$ cat src/rtl/qns_mod2_mc.sv
// qns_mod2_mc: time-multiplexed error-feedback noise shaper,
// order 0/1/2, odd-level quantizer, overload state clear.
module qns_mod2_mc #(
  parameter int IN_W    = 19,
  parameter int OUT_W   = 3,
  parameter int CH      = 2,
  parameter int OVF_LIM = 8,
  localparam int CW = (CH > 1) ? $clog2(CH) : 1
) (
  input  logic                   clk,
  input  logic                   rstn,
  input  logic                   en,
  input  logic                   in_valid,
  input  logic [CW-1:0]          in_ch,
  input  logic [1:0]             mode,
  input  logic signed [IN_W-1:0] in,
  output logic                   out_valid,
  output logic [CW-1:0]          out_ch,
  output logic signed [OUT_W-1:0] out,
  output logic signed [IN_W-1:0] out_scaled,
  output logic                   ovf
);
  localparam int YW   = IN_W + 4;
  localparam int SH   = IN_W - OUT_W - 2;
  localparam int VMAX = 2 ** (OUT_W - 1) - 1;
  localparam int CNW  = $clog2(OVF_LIM + 1);

  localparam logic signed [YW-1:0] Y_S =
    YW'(2 ** SH);
  localparam logic signed [YW-1:0] Y_QHI =
    YW'(2 ** (OUT_W - 2) - 1);
  localparam logic signed [YW-1:0] Y_QLO =
    YW'(-(2 ** (OUT_W - 2)));
  localparam logic signed [YW-1:0] Y_EMAX =
    YW'(2 ** IN_W - 1);
  localparam logic signed [YW-1:0] Y_EMIN =
    YW'(-(2 ** IN_W));
  localparam logic signed [OUT_W-1:0] V_P =
    OUT_W'(VMAX);
  localparam logic signed [OUT_W-1:0] V_N =
    OUT_W'(-VMAX);
  localparam logic [CNW-1:0] CNT_TOP =
    CNW'(OVF_LIM - 1);

  logic signed [IN_W-1:0] r_x;
  logic [CW-1:0]          r_ch;
  logic [1:0]             r_mode;
  logic                   r_acc;
  logic                   w_acc;

  logic signed [IN_W:0] r_e1 [CH];
  logic signed [IN_W:0] r_e2 [CH];
  logic [CNW-1:0]       r_cnt [CH];

  logic signed [YW-1:0]    w_x;
  logic signed [YW-1:0]    w_e1;
  logic signed [YW-1:0]    w_e2;
  logic signed [YW-1:0]    w_yy;
  logic signed [YW-1:0]    w_q;
  logic signed [YW-1:0]    w_vs;
  logic signed [YW-1:0]    w_e;
  logic signed [OUT_W-1:0] w_v;
  logic signed [IN_W:0]    w_es;
  logic                    w_sat;
  logic                    w_clr;

  logic                    r_p2_vld;
  logic [CW-1:0]           r_p2_ch;
  logic signed [OUT_W-1:0] r_p2_v;
  logic                    r_p2_ovf;

  assign w_acc = en & in_valid & (int'(in_ch) < CH);

  // stage 1: capture the sample and its accept flag
  always_ff @(posedge clk or negedge rstn) begin
    if (!rstn) begin
      r_x    <= '0;
      r_ch   <= '0;
      r_mode <= '0;
      r_acc  <= 1'b0;
    end else begin
      r_x    <= in;
      r_ch   <= in_ch;
      r_mode <= mode;
      r_acc  <= w_acc;
    end
  end

  assign w_x  = YW'(r_x);
  assign w_e1 = YW'(r_e1[r_ch]);
  assign w_e2 = YW'(r_e2[r_ch]);

  // loop filter: order chosen per sample, 3 acts as 2
  always_comb begin
    w_yy = w_x;
    unique case (r_mode)
      2'd0:    w_yy = w_x;
      2'd1:    w_yy = w_x + w_e1;
      default: w_yy = w_x + (w_e1 <<< 1) - w_e2;
    endcase
  end

  assign w_q = w_yy >>> (SH + 1);

  // odd-level quantizer: 2*floor(yy/2S)+1, clamped
  always_comb begin
    w_v = {w_q[OUT_W-2:0], 1'b1};
    if (w_q > Y_QHI) begin
      w_v = V_P;
    end else if (w_q < Y_QLO) begin
      w_v = V_N;
    end
  end

  assign w_vs  = YW'(w_v) <<< SH;
  assign w_e   = w_yy - w_vs;
  assign w_sat = (w_e > Y_S) || (w_e < -Y_S);

  // error saturated into the state register range
  always_comb begin
    w_es = w_e[IN_W:0];
    if (w_e > Y_EMAX) begin
      w_es = {1'b0, {IN_W{1'b1}}};
    end else if (w_e < Y_EMIN) begin
      w_es = {1'b1, {IN_W{1'b0}}};
    end
  end

  assign w_clr = w_sat && (r_cnt[r_ch] == CNT_TOP);

  // per-channel error state and overload counter
  always_ff @(posedge clk or negedge rstn) begin
    if (!rstn) begin
      for (int i = 0; i < CH; i++) begin
        r_e1[i]  <= '0;
        r_e2[i]  <= '0;
        r_cnt[i] <= '0;
      end
    end else if (r_acc) begin
      if (w_clr) begin
        r_e1[r_ch]  <= '0;
        r_e2[r_ch]  <= '0;
        r_cnt[r_ch] <= '0;
      end else begin
        r_e2[r_ch]  <= r_e1[r_ch];
        r_e1[r_ch]  <= w_es;
        r_cnt[r_ch] <= w_sat ? r_cnt[r_ch] + 1'b1 : '0;
      end
    end
  end

  // stage 2 result register
  always_ff @(posedge clk or negedge rstn) begin
    if (!rstn) begin
      r_p2_vld <= 1'b0;
      r_p2_ch  <= '0;
      r_p2_v   <= '0;
      r_p2_ovf <= 1'b0;
    end else begin
      r_p2_vld <= r_acc;
      if (r_acc) begin
        r_p2_ch  <= r_ch;
        r_p2_v   <= w_v;
        r_p2_ovf <= w_clr;
      end
    end
  end

  // output register, holds value while idle
  always_ff @(posedge clk or negedge rstn) begin
    if (!rstn) begin
      out_valid  <= 1'b0;
      out_ch     <= '0;
      out        <= '0;
      out_scaled <= '0;
      ovf        <= 1'b0;
    end else begin
      out_valid <= r_p2_vld;
      if (r_p2_vld) begin
        out_ch     <= r_p2_ch;
        out        <= r_p2_v;
        out_scaled <= IN_W'(r_p2_v) <<< SH;
        ovf        <= r_p2_ovf;
      end
    end
  end

endmodule
$ cat config.mk
export PLATFORM = sky130hd
export DESIGN_NAME = qns_mod2_mc
export DESIGN_NICKNAME = d
export VERILOG_FILES = /design/src/rtl/qns_mod2_mc.sv
export SDC_FILE = /design/constraint.sdc
export NUM_CORES = 1
export LEC_CHECK = 0
export ABC_CLOCK_PERIOD_IN_PS = 13200
export BUFFER_PORTS_ARGS = -buffer_cell sky130_fd_sc_hd__buf_2
export CELL_PAD_IN_SITES_DETAIL_PLACEMENT = 0
export CELL_PAD_IN_SITES_GLOBAL_PLACEMENT = 1
export CORE_MARGIN = 1
export CORE_UTILIZATION = 53
export CTS_BUF_LIST = sky130_fd_sc_hd__clkbuf_2
export DETAILED_ROUTE_END_ITERATION = 7
export HOLD_SLACK_MARGIN = 0.03
export PLACE_DENSITY_LB_ADDON = 0.1
export SLEW_MARGIN = 40
export SYNTH_ARGS = -nofsm -noshare
export SYNTH_HDL_FRONTEND = slang
export SYNTH_SLANG_ARGS = --single-unit
$ cat constraint.sdc
create_clock -name clk -period 13.2 [get_ports clk]
set_input_delay 0.66 -clock clk [delete_from_list [all_inputs] [get_ports clk]]
set_output_delay 0.66 -clock clk [all_outputs]
set_load 0.01 [all_outputs]
### Yosys cells after proc, flatten, opt, wreduce, memory -nomap -nowiden

Cells that the tools add are included.
Widths: inputs -> output; s select.

* output and inout bits: 25
* input bits: 26
* logic and storage cells: 70
* flip-flop bits (word level): 126

* muxes and demuxes: 25
* bitwise operators: 7
* magnitude comparators: 8
* equality and inequality tests: 2
* reductions and logical operators: 4
* $add $sub $neg: 5

Operator list (count)
* $mux 20: 9
* $and 40x40->40: 2
* $bwmux 40: 2
* $mux 40: 2
* $pmux 23 s2: 1
* $not 40->40: 1
* $gt 23x16->1 const B: 1
* $gt 23x20->1 const B: 1
* $lt 23x15->1 const B: 1
* $lt 23x20->1 const B: 1
* $sub 22x20->23: 1
* $sub 23x17->23: 1
* $add 19x21->22: 1
* $add 19x20->21: 1
* $demux 20 s1: 1
* $mux 4: 5
* $and 8x8->8: 1
* $bwmux 8: 1
* $gt 8x2->1 const B: 1
* $lt 8x2->1 const B: 1
* $mux 8: 1
* $not 8->8: 1
* $mux 3: 2
* $add 4x1->4 const B: 1
* 10 further kinds: 11

### Logic depth before layout (Yosys ltp)

Gate-level depths: netlist of the first run.

* word-level depth: 16
* gate-level depth with buffers: 32
* gate-level depth less buffers: 28

### Least setup slack after synthesis of the first run

OpenSTA, ideal clock, no wires.

* path type: register to register
* from: reg r_ch
* to: reg r_e1[27] in the netlist's numbering
* setup time: 0.096 ns
* path slack: 6.138 ns
* path buffers: 4
* cell stages (with the launch flop): 31
* data required time: 13.104 ns
* period minus slack after synthesis: 7.062 ns
* arrival: 6.966 ns
* cells stage by stage: dfrtp_1 -> clkbuf_1 -> clkbuf_1 -> buf_1 -> mux2_2 -> fa_1 -> inv_1 -> ha_1 -> fa_1 -> a211oi_1 -> o211ai_1 -> a41oi_1 -> o22ai_1 -> nand2_1 -> o21ai_0 -> nor3_1 -> o2111ai_1 -> nor3b_1 -> a22oi_1 -> fa_1 -> a21o_1 -> a21oi_1 -> o21bai_1 -> a21oi_1 -> o21bai_1 -> a21o_1 -> nor4_1 -> a41o_1 -> a21oi_4 -> buf_2 -> o32ai_2

* cells in the longest elaborated chain, start to end: 16
* elaborated cells between the ends (all ways): 37
* those cells by class: add/sub (4); order compare (8); eq/ne (1); mux (18); bitwise (3); reduce/logical (3)

Ends and longest elaborated chain
* start: declaration: RTL line 46 `logic [CW-1:0] r_ch;`
* start signal: assignment: RTL line 83 `r_ch <= in_ch;`
* $not 1->2 (not written as such) (*)
* $mux 20 (not written as such) (3 in a row): RTL line 90 `assign w_e1 = YW'(r_e1[r_ch]);`
* $add 19x21->22: RTL line 99 `default: w_yy = w_x + (w_e1 <<< 1) - w_e2;`
* $sub 22x20->23: RTL line 99
* $pmux 23 s2: RTL line 96 `unique case (r_mode)`
* $lt 8x2->1: RTL line 110 `end else if (w_q < Y_QLO) begin`
* $mux 3: RTL line 110
* $mux 3: RTL line 108 `if (w_q > Y_QHI) begin`
* $sub 23x17->23: RTL line 116 `assign w_e = w_yy - w_vs;`
* $lt 23x20->1: RTL line 124 `end else if (w_e < Y_EMIN) begin`
* $mux 20: RTL line 124
* $mux 20: RTL line 122 `if (w_e > Y_EMAX) begin`
* $bwmux 40: RTL line 146 `r_e1[r_ch] <= w_es;`
* $mux 40 (*): RTL line 140 `if (w_clr) begin`
* end signal: indexed assignment: RTL line 146
* end: declaration: RTL line 51 `logic signed [IN_W:0] r_e1 [CH];`

Every way passes the cells marked *; elsewhere a longest branch is shown, timed or not. The select of a mux whose other input is x is not followed.
A chain may end at the register's enable or synchronous reset.

### Final worst setup path of the first run

* from: reg r_ch
* to: reg r_e1[25] in the netlist's numbering

The elaborated chain is that of the path after synthesis.

==> metrics.md, run 1 <==
| Metric | Value |
|---|---|
| Status | `finished clean` |
| Via count | `7432` |
| Post-synth top area share | `33.8%` |
| Top post-synthesis cells by area | `dfrtp_1 34%, ha_1 7.2%, nand2_1 6.1%` |
| Worst path max stage delay | `0.57 ns` |
| Vias in the first global route | `7167` |
| Post-cts gate resize count | `0` |
| Hold Path Depth | `2` |
| Total Routing Usage GR | `28.3%` |
| Fin nets | `1160` |
| I/O Buffers | `36` |
| Total clock sinks | `123` |
| GR Layer Usage met1 | `37.3%` |
| Clock Skews | `0.0531 ns` |
| RSZ-0062 raised after global routing | `no` |
| Asr flop ratio synth | `100%` |
| DRT Pass-1 Iters | `5` |
| Slew Viols, Final | `0` |
| Element type at the critical path start | `register` |
| Post-route DRC | `0` |
| GR peak layer | `met2` |
| CP most frequent cell | `fa_1` |
| Hold wc startpoint | `in_valid` |
| R2R depth | `29` |
| Largest net degree at the start of global routing | `70` |
| Min-Delay Endpoint | `r_acc` |
| Fmax | `121 MHz` |
| Grt ovf | `0` |
| CTS H-tree lvls | `4` |
| Gpl congestion | `0.925` |
| Via/cell ratio | `5.75` |
| Max Cap Violations | `0` |
| Synth Flop Type | `dfrtp_1` |
| Rows | `47` |
| GRT met3 Usage | `4.29%` |
| CTS Root Cell | `clkbuf_2` |
| Initial Utilization | `54.7%` |
| Die Y | `133 um` |
| Synth Register Bits | `123` |
| Tcrit/Tclk final | `62.6%` |
| Synth-to-Final Area Change | `8.38%` |
| Final wirelength | `23700 um` |
| Setup TNS Final | `0 ns` |
| Slowest library cell on the worst path | `buf_4` |
| Ports | `51` |
| Worst EP arrival | `8.89 ns` |
| # setup viols final | `0` |
| Synth unique cells | `87` |
| Die Wd | `133 um` |
| WS Path Type | `reg -> reg` |
| Reg clk slew, reported paths | `0.21 ns` |
| Worst Setup End Kind | `register` |
| First-pass GRT wire length | `38500 um` |
| Relative slew slack | `47.3%` |
| WP data required | `13.83 ns` |
| Core area | `16600 um2` |
| Worst R2R Setup Slack | `4.94 ns` |
| Layout cells sized above 1 | `13.6%` |
| Initial antenna violation count | `1` |
| Cell taking the most area after synthesis | `dfrtp_1` |
| DR iter-0 viols | `512` |
| Synth warn | `0` |
| Synth Cell Area | `9100 um2` |
| Worst r2r src | `r_ch` |
| Post-synthesis sequential area ratio | `33.8%` |
| Clock latency on the worst-skew pair | `0.70 ns` |
| Routed len/inst | `18.3 um` |
| Gate Count Post-Synth | `1022` |
| Met2 Usage GRT | `47.2%` |
| Clock tree from TritonCTS | `built` |
| Final HPWL DP | `17300 um` |
| Worst Path Buf+Inv | `3` |
| Final Critical Period | `8.26 ns` |
| Capturing point of the worst reg2reg path | `r_e1[25]` |
| Mean post-synth cell area | `8.90 um2` |
| Worst-path fanout max | `69` |
| CTS buffer count | `17` |
| Clk buf depth | `2` |
| Hold Crit Class | `in -> reg` |
| DIE AREA | `17700 um2` |
| Slew @ Worst Pin | `0.791 ns` |
| Final Hold Vio Count | `0` |
| CP delay by family, top | `compound AO/OA/AOI/OAI gates` |
| Post-DRT Antenna Nets | `0` |
| Post-synth EDFFs | `0` |
[cells in the final DEF (no fill, tap or decap), drive strengths merged, types with 7 or more instances in the layout]
master	synthesis	final
o21ai	67	67
a31oi	8	8
o211ai	8	8
o31ai	28	28
a21oi	40	40
and2	7	7
clkinv	1	8
nor2b	9	9
dlygate4sd3	0	23
mux2i	10	10
a21o	18	18
ha	52	52
and3	9	9
conb	1	14
o22ai	15	15
xnor2	17	17
clkbuf	33	18
nor3	19	19
a32o	13	13
nor2	39	39
a22o	10	10
o21a	22	22
nand2b	10	10
xor2	11	11
mux2	25	25
nand3	11	11
nand4	9	9
buf	31	46
inv	113	116
nand2	152	152
dfrtp	123	123
fa	23	23
[layout make-up]
cell class	count	area (um2)
antenna	1	2.50
clock buffer	18	90.1
clock inverter	14	170
fill	1555	6780
inverter	114	428
multi-input combinational	734	5320
sequential	123	3080
tap	220	275
timing repair buffer	69	495
[timing repair]
item                                   4_1_cts  5_1_grt
endpoints found under the hold margin       31        0
setup buffers                                0        0
hold buffers                                23        0
setup endpoints to repair                    0        0
[per-layer routing]
metal	wire [um]	vias to the layer above	share of wire (%)
li1	-	3628	-
met1	10700	3596	45
met2	11300	176	48
met3	963	32	4.1
met4	682	0	2.9
met5	0	-	0
[cell families after synthesis]
logic type | synth area share, %
fa+ha+maj | 12.2
xor+xnor | 2.78
buf+inv | 8.36
other cells | 0.0412
simple gates | 16.0
mux | 4.20
compound gates | 22.6
flops | 33.8
[cells in the mapped netlist, types with 9 or more instances]
master      n
nand4_1     9
a22o_1     10
dfrtp_1   123
ha_1       52
a21oi_1    37
nand2_1   149
nor2_1     39
nor2b_1     9
mux2_2     25
xor2_1     10
clkbuf_1   33
fa_1       23
nand2b_1   10
and3_1      9
o21ai_0    58
nor3_1     17
a32o_1     13
o21a_1     22
xnor2_1    17
mux2i_1    10
inv_1     113
o21ai_1     9
buf_4      20
a21o_1     18
o31ai_1    27
o22ai_1    15
nand3_1     9
[through the flow]
| stage | util, % | setup slack [ns] | area [um2] | hold WS, ns | std cells |
|---|---|---|---|---|---|
| global route | 59.2 | 4.38 | 9860 | 0.121 | 1293 |
| global placement | 56.2 | 5.11 | 9350 | 0.444 | 1237 |
| CTS | 59.1 | 4.96 | 9840 | 0.126 | 1292 |
| floorplan | - | 6.14 | 9150 | 0.364 | 1035 |
| detailed placement | 56.2 | 5.07 | 9350 | 0.458 | 1237 |
| finish | 59.2 | 4.94 | 9860 | 0.167 | 1293 |
[sequential cells by signal, indices dropped and copies added, names as in the netlist, 2 cells and up]
signal	cells
r_cnt	8
out	3
r_e2	40
r_mode	2
r_p2_v	3
r_x	19
r_e1	40
[how the worst max path moves through the flow]
stage               start  slack, ns  cells past startpoint       end
floorplan            r_ch       6.14                     30  r_e1[27]
global placement     r_ch       5.11                     29  r_e1[26]
detailed placement   r_ch       5.07                     29  r_e1[36]
CTS                  r_ch       4.96                     29  r_e1[25]
global route         r_ch       4.38                     29  r_e1[25]
finish               r_ch       4.94                     29  r_e1[25]
[worst register-to-register path, delay by kind of cell, from the launching register on]
kind,cells,cell delay [ns]
simple gates,5,1.52
flops,1,0.38
fa+ha+maj,4,1.67
compound gates,16,3.20
buf+inv,3,0.95
mux,1,0.49
Power of run 1 is not shown: default switching activity piles up to over one toggle a cycle in this logic, so the estimate is an artifact.
==> run 2, diff against run 1 <==
Settings changed: ABC_CLOCK_PERIOD_IN_PS 13200 to 7500, CORE_UTILIZATION 53 to 45.
Clock period 13.2 ns to 7.5 ns, I/O delays scaled along.
==> metrics.md, run 2 (synthesis gave the netlist of run 1 again) <==
| Metric | Value |
|---|---|
| Core area | `19700 um2` |
| Fin nets | `1177` |
| Slew Viols, Final | `0` |
| Worst Setup End Kind | `register` |
| Status | `finished clean` |
| Final HPWL DP | `18200 um` |
| CTS buffer count | `17` |
| # setup viols final | `0` |
| Core Util, Final | `51.4%` |
| Clock tree from TritonCTS | `built` |
| Grt ovf | `0` |
| First-pass GRT wire length | `38700 um` |
| GR Layer Usage met1 | `32.7%` |
| Worst R2R Setup Slack | `0.32 ns` |
| Relative slew slack | `49.2%` |
| Synth-to-Final Area Change | `11.1%` |
| Worst path max stage delay | `0.61 ns` |
| Filler cells | `1949` |
| Gpl congestion | `0.891` |
| Slowest library cell on the worst path | `or4b_2` |
| Clock Skews | `0.0482 ns` |
| Layout cells sized above 1 | `15.5%` |
| Via/cell ratio | `5.44` |
| I/O Buffers | `36` |
| Worst EP arrival | `7.78 ns` |
| Via count | `7370` |
| Final wirelength | `24900 um` |
| Initial Utilization | `46.3%` |
| Initial antenna violation count | `1` |
| Worst-path fanout max | `7` |
| CTS H-tree lvls | `4` |
| Total clock sinks | `123` |
| Post-route DRC | `0` |
| Slew @ Worst Pin | `0.754 ns` |
| Total Routing Usage GR | `25.1%` |
| Clk buf depth | `2` |
| Final Critical Period | `7.18 ns` |
| Most frequent cells in the layout | `148 x nand2_1, 122 x dfrtp_1, 113 x inv_1` |
| Hold Crit Class | `in -> async` |
| Rows | `51` |
| Ports | `51` |
| Biggest registers after layout | `r_e1 (40), r_e2 (40), r_x (19)` |
| Clock latency on the worst-skew pair | `0.70 ns` |
| Post-DRT Antenna Nets | `0` |
| Die Wd | `144 um` |
| Reg clk slew, reported paths | `0.25 ns` |
| Fmax | `139 MHz` |
| WP data required | `8.10 ns` |
| Largest net degree at the start of global routing | `78` |
| CP delay by family, top | `compound AO/OA/AOI/OAI gates` |
| DRT Pass-1 Iters | `4` |
| DIE AREA | `20800 um2` |
| Element type at the critical path start | `register` |
| Die Y | `144 um` |
| Worst Path Buf+Inv | `4` |
| Commonest non-fill, non-tap cell in the layout | `nand2_1` |
| WS Path Type | `reg -> reg` |
| Met2 Usage GRT | `42.9%` |
| Routed len/inst | `18.4 um` |
| Tcrit/Tclk final | `95.8%` |
| Max Cap Violations | `0` |
| GR peak layer | `met2` |
| GRT met3 Usage | `3.68%` |
| Final Hold Vio Count | `0` |
| Vias in the first global route | `7036` |
| CTS Root Cell | `clkbuf_2` |
| DR iter-0 viols | `388` |
## run 2: cell count changes in the layout (fill, tap and decap cells not counted), sizes merged
cell	previous run	this run
buf	46	61
bufinv	3	2
clkbuf	18	17
clkinv	8	5
clkinvlp	1	3
diode	1	2
dlygate4sd3	23	25
inv	116	119
## run 2: final cells by class
cell class / instances / area [um2] / area share [%]
Sequential cell: 123 / 3080 / 30.5
Antenna cell: 2 / 5.00 / 0.0495
Tap cell: 265 / 332 / 3.28
Multi-Input combinational cell: 734 / 5370 / 53.2
Inverter: 114 / 428 / 4.23
Clock inverter: 15 / 164 / 1.62
Timing Repair Buffer: 86 / 639 / 6.33
Clock buffer: 17 / 85.1 / 0.842
## run 2: worst register-to-register path, delay by kind of cell (launching register included)
kind / cells / cell delay (ns)
XOR/XNOR: 1 / 0.36
buffers and inverters: 4 / 0.52
AO/OA/AOI/OAI: 14 / 2.81
flip-flops: 1 / 0.51
adder cells (fa/ha/maj): 3 / 1.10
AND/OR/NAND/NOR: 5 / 1.40
multiplexers: 1 / 0.38
## run 2: layer usage
layer | up-vias | share of wire (%) | wire, um
met3 | 24 | 2.6 | 643
met1 | 3558 | 46 | 11500
met5 | - | 0 | 0
li1 | 3667 | - | -
met4 | 0 | 2.2 | 540
met2 | 121 | 49 | 12300
## run 2: timing repair
action	4_1_cts	5_1_grt
setup buffers	0	5
gates resized for setup	0	17
hold endpoints to repair	69	0
hold buffers	25	0
setup endpoints to repair	0	89
## run 2: metrics by stage
step           cells  instance area (um2)  hold WS, ns  TNS (ns)  setup WS (ns)
3_3_place_gp    1292                 9490        0.351         0         0.0907
6_report        1356                10100        0.157         0          0.318
3_5_place_dp    1292                 9490        0.362         0          0.116
2_1_floorplan   1035                 9150       0.0794         0          0.438
5_1_grt         1356                10100        0.136   -0.0910        -0.0454
4_1_cts         1349                 9990        0.120         0         0.0162
## run 2: final timing paths
| kind | start | to | cells after the start |
|---|---|---|---|
| worst min-delay path | rstn | r_e2[39] | 2 |
| max in group asynchronous | rstn | r_e2[33] | 3 |
| worst max register to register | r_ch | r_e1[27] | 28 |
| worst min register to register | r_p2_v[0] | r_p2_v[0] | 1 |
| worst max-delay path | r_ch | r_e1[27] | 28 |
| min in group clk | in[16] | r_x[16] | 2 |
Power of run 2 is left out for the same reason.
